[config.mk]
export PLATFORM = sky130hd
export DESIGN_NAME = fsm_processador_tx
export DESIGN_NICKNAME = d
export VERILOG_FILES = /design/src/rtl/fsm_processador_tx.sv
export SDC_FILE = /design/constraint.sdc
export NUM_CORES = 1
export LEC_CHECK = 0
export ABC_AREA = 1
export BUFFER_PORTS_ARGS = -buffer_cell sky130_fd_sc_hd__buf_4
export CORE_ASPECT_RATIO = 1.1
export CORE_MARGIN = 10
export CORE_UTILIZATION = 51
export DETAILED_ROUTE_END_ITERATION = 6
export PLACE_DENSITY = 0.75
export SETUP_SLACK_MARGIN = 0.1
export SKIP_LAST_GASP = 1
export SLEW_MARGIN = 20
export SYNTH_ARGS = -nofsm -noshare
export SYNTH_HDL_FRONTEND = slang
export SYNTH_SLANG_ARGS = --single-unit
[constraint.sdc]
create_clock -name clk -period 1.9 [get_ports clk]
set_input_delay 0.19 -clock clk [delete_from_list [all_inputs] [get_ports clk]]
set_output_delay 0.19 -clock clk [all_outputs]
set_load 0.03 [all_outputs]
[src/rtl/fsm_processador_tx.sv]
// rtl/fsm_processador_tx.sv - FIFO-buffered 4-phase dado/send/ack sender feeding fsmPeriferico1
// Optional abort-on-stall controlled by macro FSM_TX_TIMEOUT_EN.
module fsm_processador_tx #(
    parameter int DEPTH   = 4,
    parameter int TIMEOUT = 16
) (
    input  logic        clk,
    input  logic        rst,
    input  logic        wr_en,
    input  logic [15:0] wr_data,
    output logic        full,
    output logic        empty,
    output logic        ovf,
    output logic [15:0] dado,
    output logic [1:0]  send,
    input  logic [1:0]  ack,
    output logic        busy,
    output logic [15:0] sent_cnt,
    output logic        tmo
);
    localparam int AW = $clog2(DEPTH);

    typedef enum logic [1:0] {
        S_IDLE = 2'b00,
        S_REQ  = 2'b01,
        S_REL  = 2'b10
    } state_t;

    state_t      r_state;
    logic [AW:0] r_wr_ptr;
    logic [AW:0] r_rd_ptr;
    logic [15:0] r_mem [DEPTH];
    logic [15:0] r_dado;
    logic [1:0]  r_send;
    logic        r_ovf;
    logic [15:0] r_sent_cnt;
    logic        w_pop;
    logic        w_push;

    // Extra pointer bit distinguishes full from empty when the indices match.
    assign empty = (r_wr_ptr == r_rd_ptr);
    assign full  = (r_wr_ptr[AW] != r_rd_ptr[AW]) &&
                   (r_wr_ptr[AW-1:0] == r_rd_ptr[AW-1:0]);

    assign w_pop  = (r_state == S_IDLE) && !empty;
    assign w_push = wr_en && (!full || w_pop);

    assign dado     = r_dado;
    assign send     = r_send;
    assign ovf      = r_ovf;
    assign sent_cnt = r_sent_cnt;
    assign busy     = (r_state != S_IDLE);

`ifdef FSM_TX_TIMEOUT_EN
    localparam int TW = $clog2(TIMEOUT) + 1;
    logic [TW-1:0] r_wait;
    logic          r_tmo;
    assign tmo = r_tmo;
`else
    assign tmo = 1'b0;
`endif

    always_ff @(posedge clk) begin
        if (w_push) begin
            r_mem[r_wr_ptr[AW-1:0]] <= wr_data;
        end
    end

    always_ff @(posedge clk) begin
        if (!rst) begin
            r_state    <= S_IDLE;
            r_wr_ptr   <= '0;
            r_rd_ptr   <= '0;
            r_dado     <= '0;
            r_send     <= 2'b00;
            r_ovf      <= 1'b0;
            r_sent_cnt <= '0;
`ifdef FSM_TX_TIMEOUT_EN
            r_wait     <= '0;
            r_tmo      <= 1'b0;
`endif
        end else begin
            if (w_push) begin
                r_wr_ptr <= r_wr_ptr + 1'b1;
            end
            if (wr_en && !w_push) begin
                r_ovf <= 1'b1;
            end
`ifdef FSM_TX_TIMEOUT_EN
            r_tmo <= 1'b0;
`endif
            case (r_state)
                S_IDLE: begin
                    if (!empty) begin
                        r_dado   <= r_mem[r_rd_ptr[AW-1:0]];
                        r_rd_ptr <= r_rd_ptr + 1'b1;
                        r_send   <= 2'b01;
                        r_state  <= S_REQ;
`ifdef FSM_TX_TIMEOUT_EN
                        r_wait   <= '0;
`endif
                    end else begin
                        r_send <= 2'b00;
                    end
                end
                S_REQ: begin
                    if (ack == 2'b01) begin
                        r_send  <= 2'b00;
                        r_state <= S_REL;
`ifdef FSM_TX_TIMEOUT_EN
                        r_wait  <= '0;
                    end else if (r_wait == TW'(TIMEOUT - 1)) begin
                        r_send  <= 2'b00;
                        r_tmo   <= 1'b1;
                        r_state <= S_IDLE;
                    end else begin
                        r_wait <= r_wait + 1'b1;
`endif
                    end
                end
                S_REL: begin
                    if (ack == 2'b00) begin
                        r_sent_cnt <= r_sent_cnt + 1'b1;
                        r_state    <= S_IDLE;
`ifdef FSM_TX_TIMEOUT_EN
                    end else if (r_wait == TW'(TIMEOUT - 1)) begin
                        r_send  <= 2'b00;
                        r_tmo   <= 1'b1;
                        r_state <= S_IDLE;
                    end else begin
                        r_wait <= r_wait + 1'b1;
`endif
                    end
                end
                default: begin
                    r_send  <= 2'b00;
                    r_state <= S_IDLE;
                end
            endcase
        end
    end
endmodule
# Word-level counts from Yosys, hierarchy flattened
# Memories as Yosys holds them, arrays and structs flattened. A register that Yosys moved wholly into a read port is not among the register bits.
# Index checks and enable logic that the tools add are counted.
# W data, S select, Z words.
dict set report totals {
  ff_bits 27
  ram_bits 64
  input_bits 21
  elab_cells 46
  n_memories 1
}
dict set report op_classes {
  addsub 3
  n_eq_ne 9
  muxes 9
  bitwise 2
  reduce_logical 16
}
# name words width read_ports rd_ports_with_merged_regs wr line_no
set mem_list {}
lappend mem_list {r_mem 4 16 1 1 1 32} ;# logic [15:0] r_mem [DEPTH];
# op count
set ops {}
lappend ops {{$add A16 B1 Y16 const B} 1}
lappend ops {{$pmux W2 S3} 2}
lappend ops {{$mux W2} 4}
lappend ops {{$add A3 B1 Y3 const B} 2}
lappend ops {{$ne A2 B2 Y1 const B} 3}
lappend ops {{$reduce_and A2 Y1} 3}
lappend ops {{$eq A2 B1 Y1 const B} 2}
lappend ops {{$logic_and A1 B1 Y1} 4}
lappend ops {{$logic_not A1 Y1} 4}
lappend ops {{$logic_not A2 Y1} 2}
lappend ops {{$eq A3 B3 Y1} 1}
lappend ops {{$mux W1} 3}
lappend ops {{$reduce_and A3 Y1} 1}
lappend ops {{$eq A2 B2 Y1} 1}
lappend ops {{$eq A2 B2 Y1 const B} 1}
lappend ops {{$not A1 Y1} 2}
lappend ops {{$reduce_bool A2 Y1} 1}
lappend ops {{$logic_or A1 B1 Y1} 1}
lappend ops {{$ne A1 B1 Y1} 1}

# Depth between registers and ports, before layout
# Gate-level depths: netlist of run 1.
dict set report logic_depth {
  ltp_word 7
  mapped_depth 10
  mapped_depth_nobuf 9
}

# Worst setup path before layout of run 1
# OpenSTA, ideal clock, no wires.
dict set report synth_path {
  path_kind {register -> register}
  startpoint {register r_state[0]}
  endpoint {memory r_mem[0][0] (enable)}
  setup_time_ps 389
  arrival_time_ps 1659
  setup_slack_ps -148
  stages_incl_launch_ff 6
  path_cell_list {dfxtp_1 -> inv_1 -> nand2_1 -> nand4_1 -> nand2_2 -> nor2_1}
}
dict set report synth_between {
  elab_chain_len 6
}
# item line_no
set synth_lines {}
lappend synth_lines {{start, declared} 29} ;# state_t r_state;
lappend synth_lines {{start signal, assigned} 71} ;# r_state <= S_IDLE;
lappend synth_lines {{start signal, assigned} 98} ;# r_state <= S_REQ;
lappend synth_lines {{start signal, assigned} 109} ;# r_state <= S_REL;
lappend synth_lines {{$logic_not A2 Y1} 45} ;# assign w_pop = (r_state == S_IDLE) && !empty;
lappend synth_lines {{$logic_and A1 B1 Y1} 45}
lappend synth_lines {{$logic_or A1 B1 Y1} 46} ;# assign w_push = wr_en && (!full || w_pop);
lappend synth_lines {{$logic_and A1 B1 Y1} 46}
lappend synth_lines {{$mux W1} 64} ;# if (w_push) begin
lappend synth_lines {{$mux W1 (implied by the code)} 65} ;# r_mem[r_wr_ptr[AW-1:0]] <= wr_data;
lappend synth_lines {{end, declared} 32}
# Every way passes these cells.

# Final worst setup path of run 1
dict set report layout_path {
  startpoint {register r_wr_ptr[0]}
  endpoint {output full}
}
dict set report layout_between {
  elab_chain_len 2
}
# item line_no
set layout_lines {}
lappend layout_lines {{start, declared} 30} ;# logic [AW:0] r_wr_ptr;
lappend layout_lines {{start signal, assigned} 84} ;# r_wr_ptr <= r_wr_ptr + 1'b1;
lappend layout_lines {{$eq A2 B2 Y1} 43} ;# (r_wr_ptr[AW-1:0] == r_rd_ptr[AW-1:0]);
lappend layout_lines {{$logic_and A1 B1 Y1} 42} ;# assign full = (r_wr_ptr[AW] != r_rd_ptr[AW]) &&
lappend layout_lines {{end, declared} 11} ;# output logic full,
# Every way passes these cells.

==> results of run 1 <==
## sequential cells by signal (all words and copies together) (netlist names)
name,count
sent_cnt,16
ovf,1
r_rd_ptr,3
send,1
r_state,2
r_wr_ptr,3
dado,16
r_mem,64
## synth_stat cells (all sizes together)
cell type / number / area, um^2
xnor2: 2 / 32.53
nand3b: 1 / 7.510
xor2: 2 / 17.52
o21ai: 64 / 320.3
a21oi: 20 / 103.9
conb: 1 / 3.750
o22ai: 16 / 100.1
edfxtp: 64 / 1922
nand3: 9 / 55.05
ha: 6 / 75.07
nor3: 1 / 5.000
nand2: 51 / 206.5
nor2: 104 / 432.9
buf: 12 / 111.4
dfxtp: 42 / 840.8
clkbuf: 6 / 32.53
clkinv: 2 / 7.510
nand4: 2 / 12.51
inv: 40 / 157.6
and3: 1 / 6.260
## where the power goes
part	switching [uW]	internal (uW)
Sequential	145	2690
Combinational	1480	699
Clock	809	500
Total	2430	3890
## layout by cell type (no fill, tap or decap), drive strengths merged
master	synthesis	final
nand3	9	9
nor3	1	1
conb	1	2
inv	40	43
nand2	51	51
nor2	104	104
clkbuf	6	9
and3	1	1
o21ai	64	64
a21oi	20	20
xor2	2	2
nand4	2	2
dfxtp	42	42
clkinvlp	0	1
buf	12	65
xnor2	2	2
ha	6	6
clkinv	2	5
edfxtp	64	64
o22ai	16	16
nand3b	1	1
## final cells by class
class / instances / area, um^2
multi-input cells: 281 / 1383
inverters: 42 / 165.2
fillers: 717 / 3328
clock inverters: 7 / 62.56
clock buffers: 9 / 123.9
well taps: 111 / 138.9
repair buffers: 65 / 488.0
flip-flops and latches: 106 / 2763
## metrics by stage
stage	setup TNS, ns	hold slack (ns)	cells
2_1_floorplan	-9.448	0.2889	447
3_3_place_gp	0	0.3908	605
3_5_place_dp	0	0.3993	605
4_1_cts	0	0.006741	621
5_1_grt	0	0.001486	621
6_report	0	0.01154	621
## logic make-up (layout without fill, tap and decap cells)
kind of cell | count (synthesis) | in the layout
simple gates | 169 | 169
buf+inv | 60 | 123
compound gates | 100 | 100
other cells | 1 | 2
fa+ha+maj | 6 | 6
flops | 106 | 106
xor+xnor | 4 | 4
## worst paths after layout
kind	cells after the start	slack, ns	endpoint
hold / removal	1	0.01	r_mem[0][10]
setup reg to reg	5	0.28	r_mem[1][12]
setup / recovery	4	0.28	full
hold reg to reg	2	0.47	ovf
## layer usage
metal	share of wire, %	global-route usage, %	vias up	routed length [um]
met2	52	25.49	78	4944
met1	41	16.67	1533	3886
met3	5.6	3.834	18	537
met5	0	0	-	0
li1	-	-	1609	-
met4	1.9	6.023	0	181
==> summary.txt, run 1 <==
Status
  – Status: finished clean

Clock tree
  – Clk sinks: 106
  – CTS tree: yes
  – CTS H-tree lvls: 3
  – Worst-skew pair later-pin latency: 0.37 ns
  – Setup bufs post-CTS: 0
  – Gates resized, CTS repair: 0
  – Hold_buf cts: 0
  – Clock transition at the registers of the reported paths: 0.11 ns
  – Root buffer cell: clkbuf_8
  – CTS max path bufs: 2
  – TritonCTS buffer count: 9

STA
  – Max Slew Vio Count: 0
  – Setup violators final: 0
  – RSZ-0062 raised after global routing: false
  – Clock Skews: 0.01785 ns
  – Minimum clock period: 1.622 ns
  – Fmax: 616.7 MHz
  – Max-Slew Margin vs Limit: 66.69%
  – Final setup margin: 0.2784 ns
  – Pin slew with the least headroom to its limit: 0.4989 ns
  – Final Hold Fails: 0
  – Final Cycle Share: 85.35%

Setup path
  – WP data required: 1.71 ns
  – Buf/Inv on CP: 1
  – RR Startpoint: r_wr_ptr[0]
  – Critical Path Source Type: flop
  – Max incr delay on CP: 0.49 ns
  – Delay-heaviest family, CP: flip-flops
  – Crit path capture type: output port
  – Critical path type: reg2out
  – Slowest cell on crit path: dfxtp_1
  – Arrival @ worst endpoint: 1.43 ns
  – Critical Path, Cell by Cell: xnor2_2 > nand2_1 > nor2_1 > buf_4
  – Crit Path Max Fanout: 6
  – Crit path from: r_wr_ptr[0]

Die
  – Die width: 109.1 um
  – Die area: 0.01287 mm^2
  – Rows: 35
  – Die Span Y: 118.0 um
  – Starting Density: 52.66%
  – Core area: 0.008452 mm^2
  – IO Pins: 60

Hold path
  – Hold path start: wr_data[10]
  – Hold WC Path Type: in2reg

Route
  – Routed WL: 9549 um
  – ANT nets after route: 0
  – DRT iter0 DRCs: 181
  – WL per Instance: 15.38 um
  – Routed vias: 3238
  – Vias per inst: 5.214
  – # DRC: 0
  – DRT Pass-1 Iters: 4

Finish
  – Share of cells above drive strength 1: 20.59%
  – Nets: 532
  – Final Cell Area: 0.005124 mm^2
  – Layout area overhead: 15.13%
  – Ant diodes: 0
  – Utilization after layout: 60.62%

Synth
  – XOR/XNOR Fraction of Synth Area: 1.125%
  – Netlist cell types: 33
  – Post-synthesis mux area share: 0%
  – Largest family of logic cells by synthesized area: simple AND/OR/NAND/NOR gates
  – Complex-gate fraction of the synthesized area: 11.78%
  – Seq/Total Area, Yosys: 62.07%
  – FF+latch count, synth: 106
  – Adder-Cell Fraction of Synth Area: 1.687%
  – Synth warn: 0
  – Syn_area_per_cell: 9.979 um^2
  – Gate Count Post-Synth: 446
  – Mapped cell area: 0.004451 mm^2
  – Post-Synth Simple-Gate Area: 16.31%

Place
  – I/O Buffers: 57
  – Detail Placement HPWL: 6494 um
  – Global placement routability congestion: 0.8245
  – Pre-CTS setup slack: 0.3040 ns
  – Area after DPL: 0.004937 mm^2

GRT
  – Global-route usage over all layers: 14.79%
  – Largest net degree at the start of global routing: 34
  – First-pass GRT wire length: 15380 um
  – Vias in the first global route: 3252
  – Initial antenna violation count: 0
  – Overflow after GRT: 0

Power and ir drop
  – Final Total Pwr: 6326 uW
  – Leak pwr: 0.001985 uW
  – Worst vdd ir: 0.6717 mV
  – Pwr/cell area: 1235 mW/mm^2

Flow run
  – Max Cap Viol: 0
No activity file was read; power rests on OpenSTA's default activity.
==> inputs of run 2 (changes only) <==
--- a/config.mk
+++ b/config.mk
@@ -7,11 +7,13 @@
 export LEC_CHECK = 0
 export ABC_AREA = 1
 export BUFFER_PORTS_ARGS = -buffer_cell sky130_fd_sc_hd__buf_4
+export CELL_PAD_IN_SITES_DETAIL_PLACEMENT = 2
+export CELL_PAD_IN_SITES_GLOBAL_PLACEMENT = 2
 export CORE_ASPECT_RATIO = 1.1
 export CORE_MARGIN = 10
-export CORE_UTILIZATION = 51
+export CORE_UTILIZATION = 33
 export DETAILED_ROUTE_END_ITERATION = 6
-export PLACE_DENSITY = 0.75
+export PLACE_DENSITY_LB_ADDON = 0.1
 export SETUP_SLACK_MARGIN = 0.1
 export SKIP_LAST_GASP = 1
 export SLEW_MARGIN = 20
==> run 2 against run 1 <==
Compared with the run above:
- total power is 9.0% higher
- clock power is 31% higher
- sequential power hardly changed
- die area is 44% higher
- non-clock buffer count is 3 higher
- highest routed layer unchanged
- routed wire length is 26% higher
- largest cell class unchanged
- clock-buffer cell count is 2 higher
- combinational power is 7% higher
==> summary.txt, run 2 (synthesized netlist as in run 1, its figures left out) <==
Status
  – Status: finished clean (unchanged)

Finish
  – Nets: 535 (was 532)
  – Commonest non-fill, non-tap cells in the layout: 91 x nor2_1, 66 x buf_4, 64 x edfxtp_1, 48 x o21ai_0, 47 x nand2_1 (was 91 x nor2_1, 65 x buf_4, 64 x edfxtp_1, 48 x o21ai_0, 47 x nand2_1)
  – Layout area overhead: 19.12% (was 15.13%)
  – Commonest non-fill, non-tap cell in the layout: nor2_1 (unchanged)
  – Share of cells above drive strength 1: 20.66% (was 20.59%)
  – Fillers: 1468 (was 717)
  – Flip-flop count of the largest register after layout: 64 (unchanged)
  – Finished Layout Cells: 674 (was 621)
  – Ant diodes: 0 (unchanged)

Die
  – Die width: 130.7 um (was 109.1 um)
  – IO Pins: 60 (unchanged)
  – Core area: 0.01321 mm^2 (was 0.008452 mm^2)
  – Die area: 0.01854 mm^2 (was 0.01287 mm^2)
  – Die Span Y: 141.8 um (was 118.0 um)
  – Starting Density: 33.68% (was 52.66%)
  – Rows: 44 (was 35)

STA
  – RSZ-0062 raised after global routing: false (unchanged)
  – Minimum clock period: 1.633 ns (was 1.622 ns)
  – Max Slew Vio Count: 0 (unchanged)
  – Setup TNS: 0 ns (unchanged)
  – Final Hold Fails: 0 (unchanged)
  – Hold Slack: 0.03853 ns (was 0.01154 ns)
  – Pin slew with the least headroom to its limit: 0.5311 ns (was 0.4989 ns)
  – Clock Skews: 0.007270 ns (was 0.01785 ns)
  – Fmax: 612.5 MHz (was 616.7 MHz)
  – Final Cycle Share: 85.93% (was 85.35%)
  – Setup violators final: 0 (unchanged)
  – Max-Slew Margin vs Limit: 64.54% (was 66.69%)

Clock tree
  – Root buffer cell: clkbuf_16 (was clkbuf_8)
  – CTS tree: yes (unchanged)
  – TritonCTS buffer count: 9 (unchanged)
  – Worst-skew pair later-pin latency: 0.35 ns (was 0.37 ns)
  – Clock transition at the registers of the reported paths: 0.07 ns (was 0.11 ns)
  – CTS max path bufs: 2 (unchanged)
  – CTS H-tree lvls: 3 (unchanged)
  – Clk sinks: 106 (unchanged)
  – Hold_buf cts: 0 (unchanged)

GRT
  – Initial antenna violation count: 0 (unchanged)
  – Largest net degree at the start of global routing: 34 (unchanged)
  – Overflow after GRT: 0 (unchanged)
  – Vias in the first global route: 3680 (was 3252)
  – First-pass GRT wire length: 19160 um (was 15380 um)
  – Global-route usage over all layers: 13.36% (was 14.79%)

Power and ir drop
  – Final Total Pwr: 6894 uW (was 6326 uW)
  – Worst vdd ir: 0.6712 mV (was 0.6717 mV)
  – Pwr/cell area: 1300 mW/mm^2 (was 1235 mW/mm^2)
  – Leak pwr: 0.002042 uW (was 0.001985 uW)

Route
  – Routed vias: 3319 (was 3238)
  – WL per Instance: 17.79 um (was 15.38 um)
  – DRT Pass-1 Iters: 4 (unchanged)
  – # DRC: 0 (unchanged)
  – ANT nets after route: 0 (unchanged)
  – Vias per inst: 4.924 (was 5.214)
  – Routed WL: 11990 um (was 9549 um)
  – DRT iter0 DRCs: 117 (was 181)

Setup path
  – Arrival @ worst endpoint: 1.66 ns (was 1.43 ns)
  – Crit path capture type: flop (was output port)
  – Crit Path Max Fanout: 16 (was 6)
  – Critical Path, Cell by Cell: xnor2_2 > nand4_1 > nand2_2 > nor2_1 > buf_4 (was xnor2_2 > nand2_1 > nor2_1 > buf_4)
  – WP data required: 1.93 ns (was 1.71 ns)
  – Critical path type: reg2reg (was reg2out)
  – Critical Path Source Type: flop (unchanged)
  – Slowest cell on crit path: dfxtp_1 (unchanged)
  – Max incr delay on CP: 0.47 ns (was 0.49 ns)

Place
  – I/O Buffers: 57 (unchanged)
  – Detail Placement HPWL: 8529 um (was 6494 um)
  – Cells after DPL: 658 (was 605)
  – Global placement routability congestion: 0.7185 (was 0.8245)

Hold path
  – Hold WC Path Type: in2reg (unchanged)

Flow run
  – Max Cap Viol: 0 (unchanged)
-- run 2: cell types whose count changed in the layout (fill, tap and decap cells not counted), moves of 2 or more --
| cell | previous run | this run |
|---|---|---|
| clkinv_2 | 0 | 2 |
| clkbuf_16 | 0 | 9 |
| clkbuf_8 | 9 | 0 |
| inv_6 | 3 | 1 |
| clkbuf_1 | 0 | 2 |
-- run 2: path summary, 6_finish.rpt --
path | start | slack, ns | to | cells after the start
worst min-delay path | wr_data[2] | 0.04 | r_mem[3][2] | 1
worst max-delay path | r_wr_ptr[0] | 0.27 | r_mem[1][13] | 5
worst min register to register | ovf | 0.46 | ovf | 2
worst max register to register | r_wr_ptr[0] | 0.27 | r_mem[1][13] | 5
-- run 2: critical path, delay by kind of cell, from the launching register on --
kind          cells  cell delay (ns)
xor+xnor          1             0.13
buf+inv           1             0.28
flops             1             0.47
simple gates      3             0.42
-- run 2: layout make-up --
type                       instances  area (um^2)  area share (%)
clock buffer                      11        232.7           4.390
clock inverter                     5        30.03          0.5664
inverter                          42        165.2           3.115
multi-input combinational        281         1383           26.08
sequential                       106         2763           52.11
tap                              161        201.4           3.800
timing repair buffer              68        526.8           9.936
-- run 2: routing by layer --
metal / GRT usage [%] / up-vias / share of wire (%)
li1: - / 1614 / -
met5: 0 / - / 0
met1: 14.85 / 1651 / 41
met4: 4.218 / 0 / 1.3
met2: 24.18 / 44 / 53
met3: 3.317 / 10 / 4.1
-- run 2: where the power goes --
group / internal, uW / switching [uW]
registers: 2700 / 142
logic: 758 / 1590
clock network: 886 / 826
-- run 2: stage by stage --
stage	instance area [um^2]	util [%]	worst slack [ns]
2_1_floorplan	4454	-	-0.1476
3_3_place_gp	5035	38.11	0.3186
3_5_place_dp	5035	38.11	0.2523
4_1_cts	5298	40.09	0.2400
5_1_grt	5301	40.12	0.1123
6_report	5301	40.12	0.2672
-- run 2: timing repair --
item / 4_1_cts / 5_1_grt
setup endpoints to repair: 0 / 16
buffers inserted: 0 / 0
resized for setup: 0 / 1
==> inputs of run 3 (changes only) <==
--- a/config.mk
+++ b/config.mk
@@ -11,7 +11,7 @@
 export CELL_PAD_IN_SITES_GLOBAL_PLACEMENT = 2
 export CORE_ASPECT_RATIO = 1.1
 export CORE_MARGIN = 10
-export CORE_UTILIZATION = 33
+export CORE_UTILIZATION = 39
 export DETAILED_ROUTE_END_ITERATION = 6
 export PLACE_DENSITY_LB_ADDON = 0.1
 export SETUP_SLACK_MARGIN = 0.1
==> constraint.sdc (replaced) <==
create_clock -name clk -period 2 [get_ports clk]
set_input_delay 0.2 -clock clk [delete_from_list [all_inputs] [get_ports clk]]
set_output_delay 0.2 -clock clk [all_outputs]
set_load 0.03 [all_outputs]
==> run 3 against run 2 <==
Compared with the run above:
- first-iteration DRC count up 57%
- utilization rose by 7.5 points
- non-clock buffer count fell by 4
- clock skew is 0.0017 ns higher
- sequential cell count stayed put
- critical path depth did not move
- critical path type unchanged
- routed wire length increased by 3.1%
- highest routed layer unchanged
- worst hold slack improved by 0.0093 ns
==> summary.txt, run 3 (synthesized netlist as in run 1, its figures left out) <==
Status
  – Status: finished clean (unchanged)

Finish
  – Commonest non-fill, non-tap cells in the layout: 91 x nor2_1, 64 x buf_4, 64 x edfxtp_1, 48 x o21ai_0, 47 x nand2_1 (was 91 x nor2_1, 66 x buf_4, 64 x edfxtp_1, 48 x o21ai_0, 47 x nand2_1)
  – Layout area overhead: 18.41% (was 19.12%)
  – Ant diodes: 0 (unchanged)
  – Utilization after layout: 47.65% (was 40.12%)
  – Nets: 531 (was 535)
  – Flip-flop count of the largest register after layout: 64 (unchanged)
  – Final Cell Area: 0.005270 mm^2 (was 0.005301 mm^2)
  – Fillers: 1192 (was 1468)
  – Share of cells above drive strength 1: 20.28% (was 20.66%)
  – Commonest non-fill, non-tap cell in the layout: nor2_1 (unchanged)

Hold path
  – Hold WC Path Type: in2reg (unchanged)

Place
  – Area after DPL: 0.004975 mm^2 (was 0.005035 mm^2)
  – I/O Buffers: 57 (unchanged)
  – Pre-CTS setup slack: 0.3421 ns (was 0.2523 ns)
  – Global placement routability congestion: 0.7759 (was 0.7185)
  – Detail Placement HPWL: 8252 um (was 8529 um)

Clock tree
  – Hold_buf cts: 0 (unchanged)
  – CTS H-tree lvls: 3 (unchanged)
  – Clk sinks: 106 (unchanged)
  – CTS tree: yes (unchanged)
  – Clock transition at the registers of the reported paths: 0.07 ns (about the same)
  – Worst-skew pair later-pin latency: 0.35 ns (about the same)
  – Gates resized, CTS repair: 0 (unchanged)
  – Root buffer cell: clkbuf_16 (unchanged)
  – TritonCTS buffer count: 9 (unchanged)
  – Setup bufs post-CTS: 0 (unchanged)
  – CTS max path bufs: 2 (unchanged)

Route
  – Routed WL: 12360 um (was 11990 um)
  – Vias per inst: 5.098 (was 4.924)
  – Max Used Layer: met4 (unchanged)
  – ANT nets after route: 0 (unchanged)
  – WL per Instance: 18.87 um (was 17.79 um)
  – DRT Pass-1 Iters: 4 (unchanged)
  – DRT iter0 DRCs: 184 (was 117)
  – Met2 Routed Length: 6624 um (was 6376 um)
  – M1 WL: 5130 um (was 4969 um)
  – Routed vias: 3339 (was 3319)
  – WL met3: 496 um (was 489 um)
  – # DRC: 0 (unchanged)

STA
  – Final Cycle Share: 83.38% (was 85.93%)
  – Max Slew Vio Count: 0 (unchanged)
  – Max-Slew Margin vs Limit: 61.51% (was 64.54%)
  – Final Hold Fails: 0 (unchanged)
  – Fmax: 599.6 MHz (was 612.5 MHz)
  – Final setup margin: 0.3323 ns (was 0.2672 ns)
  – RSZ-0062 raised after global routing: false (unchanged)
  – Setup violators final: 0 (unchanged)
  – Minimum clock period: 1.668 ns (was 1.633 ns)
  – Clock Skews: 0.008944 ns (was 0.007270 ns)
  – Hold Slack: 0.04783 ns (was 0.03853 ns)
  – Pin slew with the least headroom to its limit: 0.5768 ns (was 0.5311 ns)

Power and ir drop
  – Final Total Pwr: 6687 uW (was 6894 uW)
  – Pwr/cell area: 1269 mW/mm^2 (was 1300 mW/mm^2)
  – Worst vdd ir: 0.7615 mV (was 0.6712 mV)
  – Leak pwr: 0.002034 uW (was 0.002042 uW)

GRT
  – Overflow after GRT: 0 (unchanged)
  – Initial antenna violation count: 0 (unchanged)
  – Global-route usage over all layers: 15.68% (was 13.36%)
  – Vias in the first global route: 3652 (was 3680)
  – First-pass GRT wire length: 19860 um (was 19160 um)
  – Largest net degree at the start of global routing: 35 (was 34)

Die
  – Rows: 40 (was 44)
  – IO Pins: 60 (unchanged)
  – Die area: 0.01609 mm^2 (was 0.01854 mm^2)
  – Die width: 121.9 um (was 130.7 um)
  – Die Span Y: 132.0 um (was 141.8 um)
  – Starting Density: 40.24% (was 33.68%)
  – Core area: 0.01106 mm^2 (was 0.01321 mm^2)

Setup path
  – Critical path type: reg2reg (unchanged)
  – Slowest cell on crit path: dfxtp_1 (unchanged)
  – Max incr delay on CP: 0.46 ns (was 0.47 ns)
  – Critical Path Source Type: flop (unchanged)
  – Arrival @ worst endpoint: 1.70 ns (was 1.66 ns)
  – Delay-heaviest family, CP: flip-flops (unchanged)
  – Crit Path Max Fanout: 16 (unchanged)
  – Critical Path, Cell by Cell: xnor2_2 > nand4_1 > nand2_2 > nor2_1 > buf_4 (unchanged)
  – WP data required: 2.03 ns (was 1.93 ns)
  – Crit path capture type: flop (unchanged)
  – Buf/Inv on CP: 1 (unchanged)
  – R2r setup slk: 0.33 ns (was 0.27 ns)

Flow run
  – Max Cap Viol: 0 (unchanged)
==> run 3: path summary, 6_finish.rpt <==
kind / start / endpoint / depth (start not counted)
setup / recovery: r_wr_ptr[0] / r_mem[3][6] / 5
hold reg to reg: ovf / ovf / 2
setup reg to reg: r_wr_ptr[0] / r_mem[3][6] / 5
hold / removal: wr_data[7] / r_mem[1][7] / 1
==> run 3: per-stage QoR <==
step                instances  TNS [ns]
detailed placement        640         0
floorplan                 447    -3.048
global placement          640         0
global route              655         0
CTS                       655         0
finish                    655         0
==> run 3: metal layers <==
metal  vias to the layer above  GRT usage [%]
li1                       1607              -
met1                      1669          18.10
met2                        55          27.92
met3                         8          3.470
met4                         0          4.377
met5                         -              0
==> run 3: area by class of cell <==
| class | instances | area [um^2] | area share, % |
|---|---|---|---|
| multi-input combinational | 281 | 1383 | 26.23 |
| timing repair buffer | 64 | 480.5 | 9.117 |
| clock inverter | 4 | 52.55 | 0.9972 |
| clock buffer | 11 | 242.7 | 4.606 |
| inverter | 42 | 165.2 | 3.134 |
| sequential | 106 | 2763 | 52.42 |
| tap | 147 | 183.9 | 3.490 |
==> run 3: power by group <==
part / total (uW) / switching, uW / internal, uW / leakage (uW)
clock network: 1770 / 766 / 1000 / 0.000146
registers: 2700 / 143 / 2560 / 0.000932
logic: 2220 / 1550 / 666 / 0.000957
